File: src/rtl/rotate_sequencer.sv
// Rotation-select sequencer for the four-digit HEX rotate display: a prescaled
// timer advances a 2-bit select, with pause, direction, single-step and load.
module rotate_sequencer #(
    parameter int DIV   = 50000000,
    parameter int CNT_W = 26
) (
    input  logic       clk,
    input  logic       reset_n,
    input  logic       run,
    input  logic       dir,
    input  logic       step_n,
    input  logic       load,
    input  logic [1:0] load_val,
    output logic [1:0] sel,
    output logic       tick,
    output logic       advance
);

    // Level inputs share one 2-flop synchronizer: {run, dir, load, load_val}
    logic [4:0] lvl_meta_q, lvl_s_q;
    // step_n chain: [0] meta, [1] synchronized, [2] previous for edge detect
    logic [2:0] step_q;

    logic             run_s, dir_s, load_s;
    logic [1:0]       load_val_s;
    logic             step_req;

    logic [CNT_W-1:0] cnt_q, cnt_d;
    logic [1:0]       sel_q, sel_d;
    logic             tick_q, tick_d;
    logic             advance_q, advance_d;
    logic             wrap;
    logic             do_step;

    always_ff @(posedge clk or negedge reset_n) begin
        if (!reset_n) begin
            lvl_meta_q <= '0;
            lvl_s_q    <= '0;
            step_q     <= '1;
        end else begin
            lvl_meta_q <= {run, dir, load, load_val};
            lvl_s_q    <= lvl_meta_q;
            step_q     <= {step_q[1:0], step_n};
        end
    end

    assign {run_s, dir_s, load_s, load_val_s} = lvl_s_q;
    assign step_req = step_q[2] & ~step_q[1];

    always_comb begin
        cnt_d     = cnt_q;
        sel_d     = sel_q;
        tick_d    = 1'b0;
        advance_d = 1'b0;
        wrap      = 1'b0;
        do_step   = 1'b0;

        if (load_s) begin
            cnt_d = '0;
            sel_d = load_val_s;
        end else begin
            // Pausing holds the count so resume finishes the current interval
            if (run_s) begin
                if (cnt_q == CNT_W'(DIV - 1)) begin
                    cnt_d = '0;
                    wrap  = 1'b1;
                end else begin
                    cnt_d = cnt_q + CNT_W'(1);
                end
            end
            do_step = wrap | (step_req & ~run_s);
            if (do_step) begin
                sel_d     = dir_s ? sel_q - 2'd1 : sel_q + 2'd1;
                advance_d = 1'b1;
                tick_d    = wrap;
            end
        end
    end

    always_ff @(posedge clk or negedge reset_n) begin
        if (!reset_n) begin
            cnt_q     <= '0;
            sel_q     <= 2'b00;
            tick_q    <= 1'b0;
            advance_q <= 1'b0;
        end else begin
            cnt_q     <= cnt_d;
            sel_q     <= sel_d;
            tick_q    <= tick_d;
            advance_q <= advance_d;
        end
    end

    assign sel     = sel_q;
    assign tick    = tick_q;
    assign advance = advance_q;

endmodule

File: config.mk
export PLATFORM = sky130hd
export DESIGN_NAME = rotate_sequencer
export DESIGN_NICKNAME = d
export VERILOG_FILES = /design/src/rtl/rotate_sequencer.sv
export SDC_FILE = /design/constraint.sdc
export NUM_CORES = 1
export LEC_CHECK = 0
export ABC_CLOCK_PERIOD_IN_PS = 1940
export BUFFER_PORTS_ARGS = -buffer_cell sky130_fd_sc_hd__buf_2
export CORE_MARGIN = 2
export CORE_UTILIZATION = 53
export CTS_CLUSTER_SIZE = 12
export DETAILED_ROUTE_END_ITERATION = 12
export PLACE_DENSITY = 0.74
export SKIP_LAST_GASP = 1
export SYNTH_ARGS = -nofsm -noshare
export SYNTH_HDL_FRONTEND = slang
export SYNTH_SLANG_ARGS = --single-unit
export TNS_END_PERCENT = 30
File: constraint.sdc
create_clock -name clk -period 1.94 [get_ports clk]
set_input_delay 0.194 -clock clk [delete_from_list [all_inputs] [get_ports clk]]
set_output_delay 0.194 -clock clk [all_outputs]
set_load 0.005 [all_outputs]
==> results.sh, run 1 <==
export IMPL_status="complete, no violations"
export IMPL_intPower_mw=1.39
export IMPL_rsz0062_at_grt="yes"
export IMPL_pre_cts_ws_ns=0.0528
export IMPL_cts_buffer_depth=2
export IMPL_final_cells=275
export IMPL_grt_pass1_vias=1536
export IMPL_synth_compound_area_share_pct=2.87
export IMPL_worst_pin_slew_ns=0.542
export IMPL_cp_max_fo=5
export IMPL_min_period_over_period_pct=96.1
export IMPL_postSynthCellCount=187
export IMPL_hold_viol=0
export IMPL_reg2reg_from="cnt_q[0]$_DFFE_PN0P_"
export IMPL_synth_xor_area_share_pct=11.2
export IMPL_crit_buf_inv=1
export IMPL_crit_path_end_kind="flip-flop"
export IMPL_cp_slowest_cell="or4b_2"
export IMPL_timing_final_ws_setup_ns=0.0751
export IMPL_synth_seq_area_share_pct=55.0
export IMPL_startpoint_type="flip-flop"
export IMPL_p_switching_mw=0.374
export IMPL_drc=0
export IMPL_dr_total_vias=1512
export IMPL_cts_buffers=5
export IMPL_root_buffer="clkbuf_8"
export IMPL_swShare_pct=21.2
export IMPL_antenna_found_initial=0
export IMPL_core_area_um2=3610
export IMPL_p_clk_share_pct=41.6
export IMPL_syn_cell_area_um2=1960
export IMPL_arrival_ns=2.08
export IMPL_clkSinkCount=43
export IMPL_dp_cells=259
export IMPL_synth_edf_count=0
export IMPL_r2r_end="sel[1]$_DFFE_PN0P_"
export IMPL_placement_rows=22
export IMPL_via_per_inst=5.50
export IMPL_grt_overflow=0
export IMPL_crit_required_ns=2.16
export IMPL_drt_iter0_markers=85
export IMPL_worstRegToRegCells=6
export IMPL_dr_pass1_iters=4
export IMPL_combPwrFrac_pct=5.3
export IMPL_synth_top_family_by_area="simple AND/OR/NAND/NOR gates"
export IMPL_cpLargestDelayFamily="simple AND/OR/NAND/NOR gates"
export IMPL_power_leakage_nw=1.06
export IMPL_clk_pin_slew_worst_paths_ns=0.08
export IMPL_max_freq_ghz=0.536
export IMPL_seqPwrFrac_pct=53.1
export IMPL_drv_cap=0
export IMPL_setup_tns_ns=0
export IMPL_grt_max_degree=22
export IMPL_routed_wl_um=4100
export IMPL_synth_nets=196
export IMPL_r2r_slack_ns=0.08
export IMPL_initial_core_util_pct=54.4
export IMPL_min_delay_path_class="input port to async pin"
export IMPL_grtUsageTotal_pct=22.8
export IMPL_cts_tree="built"
export IMPL_path_class="flip-flop to flip-flop"
export IMPL_max_slew_margin_pct=63.8
export IMPL_power_density_nw_per_um2=733
export IMPL_dieWidth_um=64.9
export IMPL_gp_congestion=0.902
export IMPL_synth_seq_cells=43
export IMPL_dp_hpwl_um=2810
export IMPL_dieHeight_um=64.9
export IMPL_n_fill_cell=273
export IMPL_ys_types=37
export IMPL_min_period_ns=1.86
export IMPL_area_growth_pct=22.4
export IMPL_drv_slew=0
export IMPL_muxShareOfSynthArea_pct=0.510
export IMPL_drive_gt1_share_pct=23.3
export IMPL_yosysWarnings=0
export IMPL_antenna_cells=0
export IMPL_io_buffers=11
export IMPL_drtAntennaViolNets=0
export IMPL_vdd_ir_drop_max_mv=0.663
export IMPL_grt_first_pass_wirelength_um=7110
export IMPL_synthArstFlopShare_pct=100
export IMPL_ys_flop_type="dfrtp_1"
export IMPL_finalSetupViolations=0
export IMPL_die_area_um2=4210
export IMPL_clkLatencyLatePin_ns=0.30
export IMPL_cp_cell_sequence="ha_1 > nand3_2 > nor4_4 > buf_4 > or4b_2 > o211ai_1"
export IMPL_yosys_area_share_simple_pct=27.2
export IMPL_synthAdderAreaFrac_pct=0.637
export IMPL_skew_ns=0.00369
export IMPL_wl_per_cell_um=14.9
export IMPL_final_nets=235
export IMPL_syn_avg_cell_area_um2=10.5
export IMPL_max_stage_delay_ns=0.60
export IMPL_io_pins=12
export IMPL_h_tree_depth=2
## registers in the layout, indices dropped and copies added (netlist names)
name        cells
cnt_q          26
advance         1
tick            1
lvl_s_q         5
step_q          3
lvl_meta_q      5
sel             2
## power groups by stage
stage               clock [mW]  sequential (mW)  combinational (mW)
floorplan                    0            0.948              0.0428
global placement             0            0.952              0.0789
detailed placement           0            0.953              0.0834
CTS                      0.744            0.936              0.0928
global route             0.792            0.939               0.106
finish                   0.733            0.936              0.0936
## synthesized netlist by cell type (all sizes together), types with 3 or more instances
library cell,count,area share [%]
nand4,12,4.6
inv,3,0.57
clkbuf,5,0.96
xnor2,7,3.1
nor3,4,1.3
nand2,19,3.6
xor2,18,8.0
nand3,6,1.5
dfrtp,40,51
nor4,7,3.3
dfstp,3,4.0
and3,3,0.96
nor2,36,6.9
## through the flow
step / cell area [um2] / power, mW / hold slack (ns) / util [%]
after global placement: 2200 / 1.03 / 0.0827 / 61.0
after detailed placement: 2200 / 1.04 / 0.0933 / 61.0
after CTS: 2380 / 1.77 / 0.00105 / 66.0
after global routing: 2400 / 1.84 / 0.324 / 66.7
after floorplan: 1960 / 0.991 / -0.102 / -
final: 2400 / 1.76 / 0.308 / 66.7
## cell type report
cell class	count	area [um2]	share of cell area, %
flip-flops and latches	43	1080	44.9
repair buffers	39	295	12.3
inverters	3	11.3	0.469
multi-input cells	134	836	34.8
clock inverters	2	38.8	1.61
well taps	48	60.1	2.50
clock buffers	6	82.6	3.44
## cells in the final DEF, fill, tap and decap left out, types with 2 or more instances in the layout
cell / netlist / layout
buf_2: 0 / 11
inv_1: 3 / 3
dfrtp_1: 40 / 40
nand4_1: 11 / 11
nand2b_1: 2 / 2
xnor2_1: 7 / 7
nor4_1: 5 / 5
dlygate4sd3_1: 0 / 7
and3_1: 3 / 3
dfstp_2: 3 / 3
buf_4: 0 / 20
clkbuf_8: 0 / 6
nor3_1: 3 / 3
or4b_2: 2 / 2
nor2_1: 36 / 36
xor2_1: 18 / 18
or2_2: 2 / 2
nand2_1: 19 / 19
nand3_1: 6 / 5
## metal layers
layer	GRT usage [%]	share of wire (%)
met1	28.0	41
met2	37.6	51
met3	6.08	5.4
met4	10.4	2.4
met5	0	0
## worst max path at each step
stage / from / to / slack, ns / cells past startpoint
floorplan: cnt_q[18]$_DFFE_PN0P_ / cnt_q[7]$_DFFE_PN0P_ / 0.001 / 6
global placement: cnt_q[18]$_DFFE_PN0P_ / sel[0]$_DFFE_PN0P_ / 0.1 / 6
detailed placement: cnt_q[18]$_DFFE_PN0P_ / cnt_q[9]$_DFFE_PN0P_ / 0.05 / 6
CTS: cnt_q[0]$_DFFE_PN0P_ / sel[1]$_DFFE_PN0P_ / 0.03 / 6
global route: cnt_q[0]$_DFFE_PN0P_ / cnt_q[12]$_DFFE_PN0P_ / -0.04 / 6
finish: cnt_q[0]$_DFFE_PN0P_ / sel[1]$_DFFE_PN0P_ / 0.08 / 6
## kinds of logic after synthesis
| group | count (synthesis) |
|---|---|
| flops | 43 |
| xor+xnor | 25 |
| compound gates | 8 |
| buf+inv | 10 |
| simple gates | 99 |
| fa+ha+maj | 1 |
| mux | 1 |
## worst register-to-register path: cells and delay by family, from the launching register on
kind,cells,cell delay (ns)
fa+ha+maj,1,0.30
flops,1,0.42
compound gates,1,0.11
simple gates,3,0.80
buf+inv,1,0.15
## repair_timing
item	in CTS	in global routing
resized for setup	0	1
buffers inserted	0	1
hold endpoints to repair	16	1
hold buffers	6	1
setup endpoints to repair	0	23
(Power assumes the default switching activity.)
==> run 2: changes to the inputs <==
--- a/config.mk
+++ b/config.mk
@@ -5,13 +5,14 @@
 export SDC_FILE = /design/constraint.sdc
 export NUM_CORES = 1
 export LEC_CHECK = 0
+export ABC_AREA = 1
 export ABC_CLOCK_PERIOD_IN_PS = 1940
 export BUFFER_PORTS_ARGS = -buffer_cell sky130_fd_sc_hd__buf_2
 export CORE_MARGIN = 2
-export CORE_UTILIZATION = 53
+export CORE_UTILIZATION = 54
 export CTS_CLUSTER_SIZE = 12
 export DETAILED_ROUTE_END_ITERATION = 12
-export PLACE_DENSITY = 0.74
+export PLACE_DENSITY = 0.75
 export SKIP_LAST_GASP = 1
 export SYNTH_ARGS = -nofsm -noshare
 export SYNTH_HDL_FRONTEND = slang
==> run 2 against run 1 <==
Sequential power is 0.5% higher. Combinational power rose by 19%. Clock power fell by 2.9%. Critical path type unchanged. Highest routed layer unchanged.
==> results.sh, run 2 <==
export IMPL_status="complete, no violations"
export IMPL_netlist_top_cell_by_area="dfrtp_1"
export IMPL_die_area_um2=4530
export IMPL_min_period_ns=1.61
export IMPL_synth_common_cells="nand2_1, nor2_1, dfrtp_1, inv_1, nand3_1"
export IMPL_crit_required_ns=2.13
export IMPL_vdd_ir_drop_max_mv=0.641
export IMPL_postPlaceCellArea_um2=2280
export IMPL_arrival_ns=1.79
export IMPL_rsz0062_at_grt="no"
export IMPL_dr_wl_met3_um=129
export IMPL_postLayoutCellArea_um2=2470
export IMPL_synth_top_cells_by_area="dfrtp_1, nand2_1, nor2_1"
export IMPL_drv_slew=0
export IMPL_drc=0
export IMPL_syn_avg_cell_area_um2=7.81
export IMPL_clkSinkCount=43
export IMPL_dr_pass1_iters=6
export IMPL_r2r_end="cnt_q[20]$_DFFE_PN0P_"
export IMPL_routed_wl_um=4300
export IMPL_drive_gt1_share_pct=12.5
export IMPL_skew_ns=0.00855
export IMPL_top_register="cnt_q"
export IMPL_reg2reg_from="cnt_q[0]$_DFFE_PN0P_"
export IMPL_min_path_cells=0
export IMPL_routed_top_layer="met4"
export IMPL_ys_flop_type="dfrtp_1"
export IMPL_gp_congestion=0.978
export IMPL_drtAntennaViolNets=0
export IMPL_placement_rows=23
export IMPL_met1_length_um=2220
export IMPL_core_area_um2=3910
export IMPL_yosysWarnings=0
export IMPL_clk_pin_slew_worst_paths_ns=0.09
export IMPL_via_per_inst=4.95
export IMPL_hold_start="lvl_meta_q[2]$_DFF_PN0_"
export IMPL_ys_types=28
export IMPL_wl_met2_um=1890
export IMPL_synth_seq_area_share_pct=49.9
export IMPL_hold_end="lvl_s_q[2]$_DFF_PN0_"
export IMPL_syn_cell_area_um2=2160
export IMPL_dieWidth_um=67.3
export IMPL_antenna_cells=0
export IMPL_power_leakage_nw=1.08
export IMPL_top_regs="cnt_q: 26 flops, lvl_meta_q: 5 flops, lvl_s_q: 5 flops"
export IMPL_grt_first_pass_wirelength_um=7420
export IMPL_wl_per_cell_um=12.2
export IMPL_grtUsageTotal_pct=22.0
export IMPL_startpoint_type="flip-flop"
export IMPL_dp_hpwl_um=3150
export IMPL_crit_path_end_kind="flip-flop"
export IMPL_antenna_found_initial=0
export IMPL_synth_edf_count=0
export IMPL_dp_cells=338
export IMPL_clkLatencyLatePin_ns=0.30
export IMPL_synthArstFlopShare_pct=100
export IMPL_synth_seq_cells=43
export IMPL_area_growth_pct=13.9
export IMPL_grt_max_degree=44
export IMPL_cts_buffer_depth=2
export IMPL_layout_common_cells="nand2_1, nor2_1, dfrtp_1"
export IMPL_layout_commonest_cell="nand2_1"
export IMPL_cts_buffers=5
export IMPL_final_nets=311
export IMPL_initial_core_util_pct=55.3
export IMPL_h_tree_depth=2
export IMPL_synth_most_common_cell="nand2_1"
export IMPL_io_buffers=11
export IMPL_drt_iter0_markers=76
export IMPL_worst_pin_slew_ns=0.502
export IMPL_max_slew_margin_pct=66.5
export IMPL_min_delay_path_class="flip-flop to flip-flop"
export IMPL_path_class="flip-flop to flip-flop"
export IMPL_min_period_over_period_pct=82.8
export IMPL_postSynthCellCount=277
export IMPL_dieHeight_um=67.3
export IMPL_drv_cap=0
export IMPL_worstRegToRegCells=10
export IMPL_power_density_nw_per_um2=715
export IMPL_io_pins=12
export IMPL_grt_pass1_vias=1683
export IMPL_final_cells=353
export IMPL_root_buffer="clkbuf_8"
export IMPL_r2r_slack_ns=0.33
export IMPL_setup_tns_ns=0
export IMPL_max_freq_ghz=0.623
export IMPL_dr_total_vias=1749
export IMPL_finalSetupViolations=0
export IMPL_cts_tree="built"
export IMPL_largest_reg_flops=26
export IMPL_yosysTopAreaCellShare_pct=46.2
export IMPL_grt_overflow=0
export IMPL_hold_viol=0
export IMPL_synth_nets=286
export IMPL_cp_max_fo=18
-- run 2: what timing repair did --
item / CTS / global route
hold buffers: 7 / 0
hold endpoints to repair: 46 / 0
resized for setup: 0 / 0
buffers inserted: 0 / 0
-- run 2: stage by stage --
stage	hold WS, ns	setup slack [ns]	utilization [%]	power, mW
floorplan	-0.102	0.472	-	1.01
global placement	0.283	0.395	58.3	1.06
detailed placement	0.286	0.353	58.3	1.06
CTS	0.355	0.334	63.0	1.78
global route	0.364	0.0685	63.0	1.83
finish	0.354	0.335	63.0	1.76
-- run 2: cell type report --
cell class              count  area (um2)
clock buffers               5        68.8
clock inverters             3        46.3
fillers                   353        1450
inverters                  35         139
multi-input cells         197         930
flip-flops and latches     43        1080
well taps                  50        62.6
repair buffers             20         140
-- run 2: how the worst max path moves through the flow --
stage,startpoint,depth (start not counted),end,slack (ns)
finish,cnt_q[0]$_DFFE_PN0P_,10,cnt_q[20]$_DFFE_PN0P_,0.33
global route,cnt_q[0]$_DFFE_PN0P_,10,sel[1]$_DFFE_PN0P_,0.07
CTS,cnt_q[0]$_DFFE_PN0P_,10,cnt_q[20]$_DFFE_PN0P_,0.33
detailed placement,cnt_q[0]$_DFFE_PN0P_,10,cnt_q[20]$_DFFE_PN0P_,0.35
global placement,cnt_q[0]$_DFFE_PN0P_,10,cnt_q[11]$_DFFE_PN0P_,0.40
floorplan,cnt_q[0]$_DFFE_PN0P_,11,cnt_q[4]$_DFFE_PN0P_,0.47
-- run 2: metal layers --
layer | global-route usage [%] | up-vias
li1 | - | 913
met1 | 30.8 | 807
met2 | 33.7 | 21
met3 | 4.67 | 8
met4 | 8.42 | 0
met5 | 0 | -
-- run 2: kinds of logic after synthesis --
| logic type | after synthesis | share of synthesized area [%] |
|---|---|---|
| compound gates | 14 | 3.76 |
| xor+xnor | 10 | 4.05 |
| simple gates | 171 | 34.1 |
| buf+inv | 37 | 7.17 |
| fa+ha+maj | 1 | 0.578 |
| flops | 43 | 49.9 |
| mux | 1 | 0.462 |
-- run 2: report_power, final --
part	leakage (nW)	total [mW]	switching, mW	internal, mW
Clock	0.0548	0.712	0.324	0.388
Sequential	0.562	0.941	0.0175	0.924
Combinational	0.466	0.111	0.0672	0.0437
Total	1.08	1.76	0.409	1.35
-- run 2: critical path, cell delays in order (launching register included) --
cell and delay, ns:
dfrtp_1 0.39, ha_1 0.19, nand2_2 0.08, nor2_2 0.20, nand2_2 0.09, nor2_1 0.09, nand2_1 0.07, nand2_2 0.07
nand2_4 0.08, clkinv_4 0.15, nor2_1 0.07
==> run 3: changes to the inputs <==
--- a/config.mk
+++ b/config.mk
@@ -5,14 +5,14 @@
 export SDC_FILE = /design/constraint.sdc
 export NUM_CORES = 1
 export LEC_CHECK = 0
-export ABC_AREA = 1
-export ABC_CLOCK_PERIOD_IN_PS = 1940
+export ABC_AREA = 0
+export ABC_CLOCK_PERIOD_IN_PS = 1450
 export BUFFER_PORTS_ARGS = -buffer_cell sky130_fd_sc_hd__buf_2
 export CORE_MARGIN = 2
-export CORE_UTILIZATION = 54
+export CORE_UTILIZATION = 53
 export CTS_CLUSTER_SIZE = 12
 export DETAILED_ROUTE_END_ITERATION = 12
-export PLACE_DENSITY = 0.75
+export PLACE_DENSITY = 0.74
 export SKIP_LAST_GASP = 1
 export SYNTH_ARGS = -nofsm -noshare
 export SYNTH_HDL_FRONTEND = slang
==> constraint.sdc (replaced) <==
create_clock -name clk -period 1.45 [get_ports clk]
set_input_delay 0.145 -clock clk [delete_from_list [all_inputs] [get_ports clk]]
set_output_delay 0.145 -clock clk [all_outputs]
set_load 0.005 [all_outputs]
==> run 3 against run 2 <==
The flow now finishes with violations (negative setup slack). Non-clock buffer count up 42. Design area up 5.6%. Via count down 2.5%. Wire length up 11%. Sequential share of layout area down 2.3 points. Core utilization up 9.2 points. Clock power up 36%. Critical endpoint is now cnt_q[5]$_DFFE_PN0P_.
==> results.sh, run 3 (synthesis gave the netlist of run 1 again) <==
export IMPL_clk_pin_slew_worst_paths_ns=0.09
export IMPL_power_leakage_nw=1.17
export IMPL_die_area_um2=4210
export IMPL_r2r_slack_ns=-0.34
export IMPL_violations="negative setup slack"
export IMPL_grt_max_degree=44
export IMPL_setup_tns_ns=-8.28
export IMPL_top_register="cnt_q"
export IMPL_worst_pin_slew_ns=0.578
export IMPL_root_buffer="clkbuf_8"
export IMPL_path_class="flip-flop to flip-flop"
export IMPL_dieWidth_um=64.9
export IMPL_wl_per_cell_um=16.0
export IMPL_initial_core_util_pct=54.4
export IMPL_clkSinkCount=43
export IMPL_min_period_ns=1.79
export IMPL_max_freq_ghz=0.560
export IMPL_hold_viol=0
export IMPL_io_pins=12
export IMPL_pre_cts_ws_ns=-0.384
export IMPL_drv_slew=0
export IMPL_layout_commonest_cell="buf_4"
export IMPL_grtUsageTotal_pct=25.9
export IMPL_drv_cap=0
export IMPL_arrival_ns=1.97
export IMPL_dr_pass1_iters=4
export IMPL_n_fill_cell=247
export IMPL_dr_total_vias=1705
export IMPL_vdd_ir_drop_max_mv=0.835
export IMPL_finalSetupViolations=27
export IMPL_via_per_inst=5.72
export IMPL_crit_required_ns=1.64
export IMPL_power_density_nw_per_um2=908
export IMPL_io_buffers=11
export IMPL_min_period_over_period_pct=123
export IMPL_antenna_found_initial=0
export IMPL_cts_tree="built"
export IMPL_antenna_cells=0
export IMPL_routed_wl_um=4770
export IMPL_status="complete, but fails checks"
export IMPL_cp_max_fo=21
export IMPL_crit_path_end_kind="flip-flop"
export IMPL_multiInputGateArea_um2=867
export IMPL_layout_common_cells="buf_4, dfrtp_1, nor2_1"
export IMPL_dp_hpwl_um=3010
export IMPL_h_tree_depth=2
export IMPL_min_delay_path_class="input port to async pin"
export IMPL_cp_cell_sequence="nand4_4 > or4_4 > nor4_4 > or2_4 > nor2_1"
export IMPL_rsz0062_at_grt="yes"
export IMPL_drtAntennaViolNets=0
export IMPL_top_regs="cnt_q: 26 flops, lvl_meta_q: 5 flops, lvl_s_q: 5 flops"
export IMPL_grt_first_pass_wirelength_um=8180
export IMPL_clkLatencyLatePin_ns=0.30
export IMPL_seqCellArea_um2=1080
export IMPL_core_area_um2=3610
export IMPL_cts_buffer_depth=2
export IMPL_cp_slowest_cell="or4_4"
export IMPL_skew_ns=0.00836
export IMPL_drt_iter0_markers=121
export IMPL_area_growth_pct=32.6
export IMPL_cts_buffers=5
export IMPL_timing_final_ws_setup_ns=-0.337
export IMPL_drive_gt1_share_pct=32.8
export IMPL_dieHeight_um=64.9
export IMPL_gp_congestion=0.910
export IMPL_startpoint_type="flip-flop"
export IMPL_final_nets=258
export IMPL_max_stage_delay_ns=0.56
export IMPL_largest_reg_flops=26
export IMPL_grt_overflow=0
export IMPL_drc=0
export IMPL_grt_pass1_vias=1749
export IMPL_max_slew_margin_pct=61.4
export IMPL_placement_rows=22
[run 3: cell types whose count changed in the layout (fill, tap and decap cells not counted), moves of 6 or more]
cell,before,now
nand2_1,65,19
buf_4,2,43
o21ai_0,7,1
xnor2_1,0,7
nor2_1,62,35
nand3_1,20,5
xor2_1,10,18
inv_1,32,3
[run 3: where the power goes]
group          leakage (nW)  total [mW]  switching (mW)  internal (mW)
clock                0.0587       0.968           0.446          0.522
combinational         0.552       0.145          0.0746         0.0700
sequential            0.560        1.25          0.0218           1.23
[run 3: cell type report]
cell class	instances	share of cell area, %
clock inverter	3	1.83
inverter	3	0.432
timing repair buffer	62	18.0
sequential	43	41.5
clock buffer	5	2.64
tap	48	2.31
multi-input combinational	134	33.3
[run 3: final timing paths]
check	start	endpoint	cells after the start
setup / recovery	cnt_q[5]$_DFFE_PN0P_	cnt_q[5]$_DFFE_PN0P_	5
hold / removal	reset_n	sel[0]$_DFFE_PN0P_	3
setup reg to reg	cnt_q[5]$_DFFE_PN0P_	cnt_q[5]$_DFFE_PN0P_	5
hold reg to reg	lvl_meta_q[3]$_DFF_PN0_	lvl_s_q[3]$_DFF_PN0_	0
max in group asynchronous	reset_n	step_q[2]$_DFF_PN1_	3
min in group clk	lvl_meta_q[3]$_DFF_PN0_	lvl_s_q[3]$_DFF_PN0_	0
[run 3: repair_timing]
action,4_1_cts,5_1_grt
hold endpoints to repair,46,0
hold buffers,7,0
pin swaps,2,0
gates resized for setup,5,2
setup endpoints to repair,27,27
buffers inserted,1,0
gates cloned,0,0
[run 3: per-layer routing]
layer | up-vias | part of all wire [%] | track usage (%)
met5 | - | 0 | 0
met4 | 0 | 2.7 | 12.5
met3 | 15 | 4.9 | 5.73
met2 | 80 | 52 | 44.6
met1 | 847 | 40 | 30.5
li1 | 763 | - | -
[run 3: critical path, delay by kind of cell (launching register included)]
kind          cells  cell delay (ns)
flops             1             0.40
simple gates      5             1.26
[run 3: through the flow]
| stage | cells | area [um2] | power, mW | utilization, % | hold slack, ns |
|---|---|---|---|---|---|
| after global routing | 298 | 2600 | 2.43 | 72.2 | 0.368 |
| after detailed placement | 282 | 2380 | 1.40 | 66.0 | 0.135 |
| after CTS | 298 | 2590 | 2.37 | 71.9 | 0.347 |
| after floorplan | 187 | 1970 | 1.33 | - | -0.151 |
| final | 298 | 2600 | 2.36 | 72.2 | 0.331 |
| after global placement | 282 | 2380 | 1.39 | 66.0 | 0.130 |
